File: config.mk
export PLATFORM = sky130hd
export DESIGN_NAME = alu_issue_ctrl
export DESIGN_NICKNAME = d
export VERILOG_FILES = /design/src/rtl/alu_pkg.sv /design/src/rtl/alu_issue_ctrl_cond_check.sv /design/src/rtl/alu_issue_ctrl.sv
export SDC_FILE = /design/constraint.sdc
export NUM_CORES = 1
export LEC_CHECK = 0
export CORE_MARGIN = 8
export CORE_UTILIZATION = 42
export DETAILED_ROUTE_END_ITERATION = 8
export HOLD_SLACK_MARGIN = 0.12
export MAX_ROUTING_LAYER = met4
export PLACE_DENSITY = 0.85
export SETUP_SLACK_MARGIN = 0.5
export SKIP_CTS_REPAIR_TIMING = 1
export SYNTH_ARGS = -nofsm -noshare
export SYNTH_HDL_FRONTEND = slang
export SYNTH_SLANG_ARGS = --single-unit
File: constraint.sdc
create_clock -name clk -period 3.2 [get_ports clk]
set_clock_uncertainty 0.15 [all_clocks]
set_input_delay 0.32 -clock clk [delete_from_list [all_inputs] [get_ports clk]]
set_output_delay 0.32 -clock clk [all_outputs]
set_load 0.05 [all_outputs]
File: src/rtl/alu_pkg.sv
// Encodings shared by the ALU and its issue stage: ALU commands, ARM opcodes,
// condition codes, instruction modes and status-register bit positions.
package alu_pkg;

    typedef enum logic [3:0] {
        ALU_NOP = 4'b0000,
        ALU_MOV = 4'b0001,
        ALU_ADD = 4'b0010,
        ALU_ADC = 4'b0011,
        ALU_SUB = 4'b0100,
        ALU_SBC = 4'b0101,
        ALU_AND = 4'b0110,
        ALU_ORR = 4'b0111,
        ALU_EOR = 4'b1000,
        ALU_MVN = 4'b1001
    } alu_cmd_e;

    localparam logic [3:0] OP_AND = 4'b0000;
    localparam logic [3:0] OP_EOR = 4'b0001;
    localparam logic [3:0] OP_SUB = 4'b0010;
    localparam logic [3:0] OP_ADD = 4'b0100;
    localparam logic [3:0] OP_ADC = 4'b0101;
    localparam logic [3:0] OP_SBC = 4'b0110;
    localparam logic [3:0] OP_TST = 4'b1000;
    localparam logic [3:0] OP_CMP = 4'b1010;
    localparam logic [3:0] OP_ORR = 4'b1100;
    localparam logic [3:0] OP_MOV = 4'b1101;
    localparam logic [3:0] OP_MVN = 4'b1111;

    localparam logic [3:0] COND_EQ = 4'b0000;
    localparam logic [3:0] COND_NE = 4'b0001;
    localparam logic [3:0] COND_CS = 4'b0010;
    localparam logic [3:0] COND_CC = 4'b0011;
    localparam logic [3:0] COND_MI = 4'b0100;
    localparam logic [3:0] COND_PL = 4'b0101;
    localparam logic [3:0] COND_VS = 4'b0110;
    localparam logic [3:0] COND_VC = 4'b0111;
    localparam logic [3:0] COND_HI = 4'b1000;
    localparam logic [3:0] COND_LS = 4'b1001;
    localparam logic [3:0] COND_GE = 4'b1010;
    localparam logic [3:0] COND_LT = 4'b1011;
    localparam logic [3:0] COND_GT = 4'b1100;
    localparam logic [3:0] COND_LE = 4'b1101;
    localparam logic [3:0] COND_AL = 4'b1110;
    localparam logic [3:0] COND_NV = 4'b1111;

    localparam logic [1:0] MODE_DP  = 2'b00;
    localparam logic [1:0] MODE_MEM = 2'b01;
    localparam logic [1:0] MODE_BR  = 2'b10;
    localparam logic [1:0] MODE_NOP = 2'b11;

    localparam int unsigned SR_N = 3;
    localparam int unsigned SR_Z = 2;
    localparam int unsigned SR_C = 1;
    localparam int unsigned SR_V = 0;

    typedef struct packed {
        logic       vld;
        logic [3:0] alu_cmd;
        logic       wb_en;
        logic       mem_rd;
        logic       mem_wr;
        logic       s_upd;
        logic       branch;
        logic       imm;
    } issue_t;

    // True when the instruction reads NZCV: any real condition, or a carry-consuming op.
    function automatic logic needs_flags(input logic [3:0] cond,
                                         input logic [1:0] mode,
                                         input logic [3:0] opcode);
        logic carry_op;
        carry_op = (mode == MODE_DP) && ((opcode == OP_ADC) || (opcode == OP_SBC));
        return (cond != COND_AL) || carry_op;
    endfunction

endpackage

File: src/rtl/alu_issue_ctrl_cond_check.sv
// Condition-field evaluation against NZCV.
// Purely combinational, no backpressure.
module cond_check
    import alu_pkg::*;
(
    input  logic [3:0] cond,
    input  logic [3:0] sr,
    output logic       pass
);

    logic n, z, c, v;

    assign n = sr[SR_N];
    assign z = sr[SR_Z];
    assign c = sr[SR_C];
    assign v = sr[SR_V];

    always_comb begin
        pass = 1'b0;
        case (cond)
            COND_EQ: pass = z;
            COND_NE: pass = !z;
            COND_CS: pass = c;
            COND_CC: pass = !c;
            COND_MI: pass = n;
            COND_PL: pass = !n;
            COND_VS: pass = v;
            COND_VC: pass = !v;
            COND_HI: pass = c & !z;
            COND_LS: pass = !c | z;
            COND_GE: pass = (n == v);
            COND_LT: pass = (n != v);
            COND_GT: pass = !z & (n == v);
            COND_LE: pass = z | (n != v);
            COND_AL: pass = 1'b1;
            default: pass = 1'b0;
        endcase
    end

endmodule

File: src/rtl/alu_issue_ctrl.sv
// Decode/issue stage: decodes an instruction, checks its condition, owns NZCV.
// Latency 1 cycle (2 on a flag hazard); stall freezes everything, flush overrides stall.
module alu_issue_ctrl
    import alu_pkg::*;
(
    input  logic        clk,
    input  logic        rst,
    input  logic        in_valid,
    output logic        in_ready,
    input  logic [31:0] instr,
    input  logic        stall,
    input  logic        flush,
    input  logic        alu_n,
    input  logic        alu_z,
    input  logic        alu_c,
    input  logic        alu_v,
    output logic        out_valid,
    output logic [3:0]  alu_cmd,
    output logic        c_in,
    output logic        wb_en,
    output logic        mem_rd,
    output logic        mem_wr,
    output logic        s_upd,
    output logic        branch,
    output logic        imm,
    output logic [3:0]  sr
);

    localparam logic [0:0] ST_ISSUE     = 1'b0;
    localparam logic [0:0] ST_WAIT_FLAG = 1'b1;

    logic [0:0] state;
    issue_t     dec;
    issue_t     out_q;
    logic       c_in_q;
    logic       cond_pass;
    logic       hazard;
    logic       sr_wr;
    logic       issue_vld;

    logic [3:0] f_cond;
    logic [1:0] f_mode;
    logic [3:0] f_opcode;
    logic       f_imm;
    logic       f_sl;
    logic       unused_instr_bits;

    assign f_cond            = instr[31:28];
    assign f_mode            = instr[27:26];
    assign f_imm             = instr[25];
    assign f_opcode          = instr[24:21];
    assign f_sl              = instr[20];
    assign unused_instr_bits = ^instr[19:0];

    cond_check u_cond_check (
        .cond (f_cond),
        .sr   (sr),
        .pass (cond_pass)
    );

    always_comb begin
        dec     = '0;
        dec.imm = f_imm;
        case (f_mode)
            MODE_DP: begin
                dec.vld   = 1'b1;
                dec.wb_en = 1'b1;
                dec.s_upd = f_sl;
                case (f_opcode)
                    OP_MOV: dec.alu_cmd = ALU_MOV;
                    OP_MVN: dec.alu_cmd = ALU_MVN;
                    OP_ADD: dec.alu_cmd = ALU_ADD;
                    OP_ADC: dec.alu_cmd = ALU_ADC;
                    OP_SUB: dec.alu_cmd = ALU_SUB;
                    OP_SBC: dec.alu_cmd = ALU_SBC;
                    OP_AND: dec.alu_cmd = ALU_AND;
                    OP_ORR: dec.alu_cmd = ALU_ORR;
                    OP_EOR: dec.alu_cmd = ALU_EOR;
                    OP_CMP: begin
                        dec.alu_cmd = ALU_SUB;
                        dec.wb_en   = 1'b0;
                        dec.s_upd   = 1'b1;
                    end
                    OP_TST: begin
                        dec.alu_cmd = ALU_AND;
                        dec.wb_en   = 1'b0;
                        dec.s_upd   = 1'b1;
                    end
                    default: begin
                        dec.alu_cmd = ALU_NOP;
                        dec.wb_en   = 1'b0;
                    end
                endcase
            end
            MODE_MEM: begin
                dec.vld     = 1'b1;
                dec.alu_cmd = ALU_ADD;
                dec.mem_rd  = f_sl;
                dec.wb_en   = f_sl;
                dec.mem_wr  = !f_sl;
            end
            MODE_BR: begin
                dec.vld     = 1'b1;
                dec.branch  = 1'b1;
                dec.alu_cmd = ALU_NOP;
            end
            default: dec = '0;
        endcase
    end

    // The EX op is about to write NZCV and the incoming op would read it: hold one cycle.
    assign hazard = (state == ST_ISSUE) & in_valid & !stall & !flush
                  & out_valid & s_upd & needs_flags(f_cond, f_mode, f_opcode);

    assign in_ready  = flush | (!stall & !hazard);
    assign issue_vld = in_valid & dec.vld & cond_pass;

    // A flush releases a stalled EX op, so its flag write still lands.
    assign sr_wr = out_valid & s_upd & (flush | !stall);

    always_ff @(posedge clk or posedge rst) begin
        if (rst) begin
            sr <= 4'b0000;
        end else if (sr_wr) begin
            sr <= {alu_n, alu_z, alu_c, alu_v};
        end
    end

    always_ff @(posedge clk or posedge rst) begin
        if (rst) begin
            state  <= ST_ISSUE;
            out_q  <= '0;
            c_in_q <= 1'b0;
        end else if (flush) begin
            state  <= ST_ISSUE;
            out_q  <= '0;
            c_in_q <= 1'b0;
        end else if (!stall) begin
            if (hazard) begin
                state  <= ST_WAIT_FLAG;
                out_q  <= '0;
                c_in_q <= 1'b0;
            end else begin
                state <= ST_ISSUE;
                if (issue_vld) begin
                    out_q  <= dec;
                    c_in_q <= sr[SR_C];
                end else begin
                    out_q  <= '0;
                    c_in_q <= 1'b0;
                end
            end
        end
    end

    assign out_valid = out_q.vld;
    assign alu_cmd   = out_q.alu_cmd;
    assign c_in      = c_in_q;
    assign wb_en     = out_q.wb_en;
    assign mem_rd    = out_q.mem_rd;
    assign mem_wr    = out_q.mem_wr;
    assign s_upd     = out_q.s_upd;
    assign branch    = out_q.branch;
    assign imm       = out_q.imm;

endmodule

Word level (Yosys, flattened, before mapping)
Index checks and enable logic that the tools add are counted.
- register bits: 17
- latch bits: 0
- memory bits (writable): 0
- ROM bits: 0
- bits of input ports: 41
- output and inout port bits: 17
- word-level logic and storage cells: 99
- memories: 0
- add/subtract/negate cells: 0
- multipliers: 0
- div/mod/pow operators: 0
- magnitude comparators: 0
- equality and inequality tests: 30
- shifts and indexed selects: 0
- mux-type cells: 21
- bitwise gates (word level): 18
- reduce and logical (&&, ||, !) cells: 19
- operator list (cell ; count):
    $eq A4 B4 Y1 const B ; 12
    $mux W11 ; 4
    $pmux W4 S9 ; 1
    $eq A4 B3 Y1 const B ; 7
    $pmux W1 S15 ; 1
    $pmux W5 S3 ; 1
    $and A1 B1 Y1 ; 13
    $eq A4 B2 Y1 const B ; 3
    $mux W1 ; 12
    $reduce_or A9 Y1 ; 1
    $eq A4 B1 Y1 const B ; 2
    $logic_not A1 Y1 ; 8
    $logic_not A4 Y1 ; 2
    $reduce_or A2 Y1 ; 3
    $ne A4 B4 Y1 const B ; 1
    $or A1 B1 Y1 ; 4
    $reduce_or A3 Y1 ; 1
    $eq A2 B1 Y1 const B ; 1
    $eq A2 B2 Y1 const B ; 1
    $logic_not A2 Y1 ; 1
    $logic_or A1 B1 Y1 ; 2
    $mux W2 ; 1
    $ne A2 B1 Y1 const B ; 1
    $pmux W1 S2 ; 1
    4 further kinds ; 4

Longest topological paths before layout
Gate-level depths: netlist of the first run.
- depth after elaboration: 10
- depth in mapped cells: 7
- gate-level depth less buffers: 6

By module
From an unflattened synthesis of the first run, not the netlist that was laid out.
- cell total of the unflattened synthesis: 105
- area, all modules: 1048.5 sq um
- modules (own cells, without submodules) (module ; times used ; cells each ; area each (sq um) ; seq. area each (sq um)):
    alu_issue_ctrl ; 1 ; 77 ; 854.6 ; 425.4
    cond_check ; 1 ; 28 ; 193.9 ; 0.0

Worst setup path before layout of the first run
Ideal clock, no wire load.
- kind: input-to-output
- start: in instr[22]
- end: out in_ready
- data arrival time: 1.696 ns
- data required time: 2.730 ns
- slack: 1.034 ns
- cell stages on the path: 5
- path buffers: 1
- cells stage by stage: buf_2 -> xnor2_1 -> o41ai_2 -> o211a_1 -> o21bai_1
- longest elaborated chain between the ends: 8
- elaborated cells on any way between the ends: 9
- RTL lines (item ; RTL line ; RTL):
    start, declared ; alu_issue_ctrl.sv:10 ; input logic [31:0] instr,
    $eq A4 B3 Y1 ; alu_pkg.sv:73 ; carry_op = (mode == MODE_DP) && ((opcode == OP_ADC) || (opcode == OP_SBC));
    $logic_or A1 B1 Y1 * ; alu_pkg.sv:73 ;
    $logic_and A1 B1 Y1 * ; alu_pkg.sv:73 ;
    $logic_or A1 B1 Y1 * ; alu_pkg.sv:74 ; return (cond != COND_AL) || carry_op;
    $and A1 B1 Y1 * ; alu_issue_ctrl.sv:113 ; & out_valid & s_upd & needs_flags(f_cond, f_mode, f_opcode);
    $logic_not A1 Y1 * ; alu_issue_ctrl.sv:115 ; assign in_ready = flush | (!stall & !hazard);
    $and A1 B1 Y1 * ; alu_issue_ctrl.sv:115 ;
    $or A1 B1 Y1 * ; alu_issue_ctrl.sv:115 ;
    end, declared ; alu_issue_ctrl.sv:9 ; output logic in_ready,
Every way passes the cells marked *; elsewhere a longest branch is shown, timed or not.

Worst setup path in the final report of the first run
- start: in instr[24]
- end: out in_ready
Same word-level chain as after synthesis.

==> impl_metrics.tcl, run 1 <==
set metrics [dict create \
    status "finished, final reports clean" \
    top_usage_layer "met2" \
    synth.distinct_cells 46 \
    htreeDepth 1 \
    std_cell_rows 18 \
    drcViolationCount 0 \
    numCtsBuffers 3 \
    gp_congestion 0.828 \
    max-slew-margin-rel_pct 57.0 \
    worstPathRequired_ps 2730 \
    setup_violations 0 \
    grt_pass1_vias 1044 \
    drt-initial-drc-count 56 \
    grt_max_degree 18 \
    worst_pin_slew_ps 645 \
    detail-route-antenna-nets 0 \
    routed_wirelength_um 2950 \
    cp.arrival_ps 1940 \
    fin_util_pct 60.3 \
    use_met3_pct 4.14 \
    hp-class "input port to asynchronous set/reset pin" \
    layout.nets 192 \
    async_reset_ff_share_pct 100 \
    antenna_found_initial 0 \
    critPathMaxFanout 8 \
    synthToLayoutAreaGrowth_pct 35.7 \
    vias 1034 \
    die_h_um 67.4 \
    ys_ff_latch 17 \
    cts_tree "done" \
    layout-drive-gt1-share_pct 14.7 \
    max_cap_viol_count 0 \
    dr.pass1.iters 4 \
    final-max-slew-violation-count 0 \
    grt_use_total_pct 14.0 \
    via_per_inst 5.74 \
    syn-num-nets 156 \
    ios 58 \
    coreArea_um2 2500 \
    clock_tree.buffer_depth 2 \
    period_needed_ps 2410 \
    worstSetupPathType "input port to output pin" \
    synth.avg_cell_area_um2 9.65 \
    end_kind "output pin" \
    die_area_um2 4540 \
    clock_sinks 17 \
    n_antenna_cell 0 \
    layout_commonest_cell "clkdlybuf4s50_1" \
    rsz0062_at_grt "false" \
    wl_per_cell_um 16.4 \
    leakagePower_nw 0.618 \
    start_util_pct 44.4 \
    dp_hpwl_um 2310 \
    grt_pass1_wl_um 4820 \
    seq_area_frac_synth_pct 38.3 \
    power_density_nw_per_um2 317 \
    path_clk_slew_ps 100 \
    finalCritPeriodShare_pct 75.4 \
    synth-edff-count 0 \
    met1_usage_pct 16.3 \
    startpoint_type "input port" \
    fmax_mhz 414 \
    peakVddDrop_uv 184 \
    fp.dieW_um 67.4 \
    netlist_area_um2 1110 \
    numPortBuffers 37 \
    finalHoldViolCount 0 \
    synth-warning-count 0 \
    ys.flop_type "dfrtp_1" \
    mostFrequentLayoutCells "clkdlybuf4s50_1, dfrtp_1, nand2_1, nor2_1" \
    grt_use_met2_pct 22.7 \
    clock-root-buffer "clkbuf_4" \
    clkLatencyLatePin_ps 290 \
    grt_overflow 0 \
    setup_tns_ps 0 \
    netlist_instances 115 \
]
==> cell families after synthesis <==
group | Yosys count | synth area share [%]
mux | 5 | 4.96
buf+inv | 11 | 5.64
flops | 17 | 38.3
simple gates | 43 | 20.1
compound gates | 32 | 25.5
xor+xnor | 7 | 5.52
==> synth_stat cells, drive strengths merged, types with 2 or more instances <==
master / n / area share, %
a21oi: 3 / 1.7
a32o: 4 / 3.6
and3: 2 / 1.6
buf: 7 / 4.3
dfrtp: 17 / 38
inv: 3 / 1.0
mux2: 4 / 4.1
nand2: 16 / 5.6
nand2b: 2 / 1.1
nand3b: 2 / 1.4
nor2: 9 / 3.0
nor2b: 2 / 1.1
nor3: 2 / 0.90
nor3b: 2 / 1.4
o2111ai: 2 / 2.7
o211ai: 2 / 1.4
o21ai: 8 / 3.9
xnor2: 3 / 2.4
xor2: 4 / 3.2
==> path summary, 6_finish.rpt <==
kind                       startpoint    endpoint  slack (ps)  depth (start not counted)
setup / recovery            instr[24]    in_ready         790                          6
hold / removal                    rst      branch         250                          2
setup reg to reg                sr[3]         imm        1340                          4
hold reg to reg            alu_cmd[3]  alu_cmd[3]         350                          2
max in group asynchronous         rst   out_valid        2240                          2
min in group clk           alu_cmd[3]  alu_cmd[3]         350                          2
==> where the power goes <==
group	switching [W]	internal (W)	total [W]	leakage [nW]
registers	0.00000651	0.000220	0.000226	0.230
clock network	0.0000684	0.0000466	0.000115	0.0177
logic	0.0000778	0.0000588	0.000137	0.370
==> through the flow <==
stage          area, µm²  cells  hold slack [ps]  setup WS [ps]  total power (W)
3_3_place_gp        1480    176              318            809         0.000363
6_report            1510    180              251            786         0.000478
4_1_cts             1510    180              262            787         0.000482
3_5_place_dp        1480    176              320            752         0.000367
5_1_grt             1510    180              295            666         0.000503
2_1_floorplan       1110    115             96.1           1030         0.000314
==> worst max-delay path, cell delays in order <==
cell and delay, ps:
clkdlybuf4s50_1 530, nand2b_1 230, o41ai_2 400, o211a_1 200, o21bai_1 60, buf_4 190
==> registers in the layout (all words and copies together) (netlist names) <==
| register | cells |
|---|---|
| imm | 1 |
| wb_en | 1 |
| state | 1 |
| s_upd | 1 |
| mem_wr | 1 |
| c_in | 1 |
| branch | 1 |
| out_valid | 1 |
| alu_cmd | 4 |
| mem_rd | 1 |
| sr | 4 |
==> per-layer routing <==
metal	routed length, µm	up-vias
met5	0	-
met4	28	0
met3	286	4
met2	1440	52
met1	1190	487
li1	-	491
==> layout make-up <==
| cell class | count | area (µm²) |
|---|---|---|
| flip-flops and latches | 17 | 425 |
| clock inverters | 1 | 5.00 |
| fillers | 219 | 993 |
| repair buffers | 39 | 383 |
| inverters | 3 | 11.3 |
| multi-input cells | 87 | 622 |
| well taps | 30 | 37.5 |
| clock buffers | 3 | 22.5 |
No activity file was read; power rests on OpenSTA's default activity.
==> run 2, diff against run 1 <==
- CORE_UTILIZATION: 42 -> 39
- PLACE_DENSITY: 0.85 -> 0.79
- clock period: 3.2 -> 2.5 ns (I/O delays scaled with it)
==> run 2 against run 1 <==
Against the previous run:
- sequential power grew 28%
- cell count increased by 3.9%
- clock-buffer cell count unchanged
- worst hold slack worse by 78 ps
- combinational power rose by 34%
- register-to-register slack worse by 700 ps
- global-route usage decreased by 1.7 points
- largest cell class unchanged
- largest power group unchanged
==> impl_metrics.tcl, run 2 (synthesis results as in run 1) <==
set metrics [dict create \
    status "finished, final reports clean" \
    power_density_nw_per_um2 381 \
    n_antenna_cell 0 \
    finalCritPeriodShare_pct 79.7 \
    gp_congestion 0.760 \
    fin_ws_ps 508 \
    slowest_delay_ps 480 \
    whs_ps 173 \
    drt-initial-drc-count 54 \
    critical_path.cell_chain "clkdlybuf4s50_1, o41ai_4, o211a_1, o21bai_2, buf_12" \
    pre_cts_ws_ps 180 \
    grt_overflow 0 \
    coreArea_um2 2730 \
    routed_wirelength_um 2910 \
    worstSetupPathType "input port to output pin" \
    final_area_um2 1620 \
    synthToLayoutAreaGrowth_pct 45.8 \
    grt_max_degree 18 \
    htreeDepth 1 \
    critPathMaxFanout 3 \
    grt_use_total_pct 12.3 \
    leakagePower_nw 0.779 \
    fp.dieW_um 69.3 \
    numCtsBuffers 3 \
    final-max-slew-violation-count 0 \
    finalHoldViolCount 0 \
    end_kind "output pin" \
    cp.buffers_inverters 2 \
    worstPathRequired_ps 2100 \
    die_area_um2 4810 \
    cp.arrival_ps 1590 \
    via_per_inst 5.50 \
    startpoint_type "input port" \
    rsz0062_at_grt "true" \
    ios 58 \
    fillers 230 \
    hp-class "input port to asynchronous set/reset pin" \
    wl_per_cell_um 15.6 \
    reg2reg_depth 6 \
    crit_family "compound AO/OA/AOI/OAI gates" \
    start_util_pct 40.6 \
    regToRegSetupSlack_ps 640 \
    die_h_um 69.3 \
    worst_pin_slew_ps 611 \
    dr.pass1.iters 4 \
    grt_pass1_vias 1066 \
    clock_tree.buffer_depth 2 \
    r2r_end "imm" \
    critical_path.reg2reg.startpoint "sr[3]" \
    antenna_found_initial 0 \
    layout.nets 198 \
    mostFrequentLayoutCells "clkdlybuf4s50_1, dfrtp_1, nand2_1, dlymetal6s2s_1, nor2_1" \
    max_cap_viol_count 0 \
    clock-root-buffer "clkbuf_4" \
    max-slew-margin-rel_pct 59.2 \
    fmax_mhz 502 \
    slowest_stage "clkdlybuf4s50_1" \
    layout-drive-gt1-share_pct 19.2 \
    grt_pass1_wl_um 4890 \
    period_needed_ps 1990 \
    path_clk_slew_ps 90 \
    setup_tns_ps 0 \
    clock_sinks 17 \
    clkLatencyLatePin_ps 290 \
    peakVddDrop_uv 341 \
    dp_hpwl_um 2300 \
    numPortBuffers 37 \
    cts_tree "done" \
    std_cell_rows 19 \
    setup_violations 0 \
    placed_cell_area_um2 1530 \
    vias 1029 \
    layout_commonest_cell "clkdlybuf4s50_1" \
    detail-route-antenna-nets 0 \
    drcViolationCount 0 \
]
## run 2: changes by cell type in the layout (fill, tap and decap cells not counted), sizes merged
cell           change
dlymetal6s2s      +12
buf                +6
clkdlybuf4s50     -12
## run 2: final cells by class
cell class	count	area [µm²]	share of cell area, %
Timing Repair Buffer	45	470	29.1
Sequential cell	17	425	26.3
Tap cell	31	38.8	2.40
Multi-Input combinational cell	87	644	39.8
Clock inverter	1	5.00	0.309
Clock buffer	3	22.5	1.39
Inverter	3	11.3	0.696
## run 2: worst max path at each step
stage / start / end / slack, ps / cells past startpoint
global route: instr[24] / in_ready / 410 / 6
floorplan: sr[3] / c_in / 510 / 6
detailed placement: instr[31] / imm / 180 / 6
finish: instr[27] / in_ready / 510 / 5
global placement: instr[31] / imm / 220 / 6
CTS: instr[23] / in_ready / 270 / 6
## run 2: stage by stage
step / util, % / total power (W) / instances
2_1_floorplan: - / 0.000403 / 115
3_3_place_gp: 55.8 / 0.000473 / 181
3_5_place_dp: 55.8 / 0.000477 / 181
4_1_cts: 56.8 / 0.000624 / 185
5_1_grt: 59.2 / 0.000654 / 187
6_report: 59.2 / 0.000616 / 187
## run 2: per-layer routing
| layer | vias up | track usage [%] | wire length (µm) |
|---|---|---|---|
| met5 | - | - | 0 |
| met4 | 0 | 3.19 | 25 |
| met3 | 4 | 4.72 | 155 |
| met2 | 25 | 19.1 | 1430 |
| met1 | 498 | 14.5 | 1300 |
| li1 | 502 | - | - |
## run 2: report_power, final
part / total, W / switching, W / internal, W
sequential: 0.000290 / 0.00000860 / 0.000281
combinational: 0.000183 / 0.000101 / 0.0000822
clock: 0.000143 / 0.0000835 / 0.0000595
total: 0.000616 / 0.000193 / 0.000423
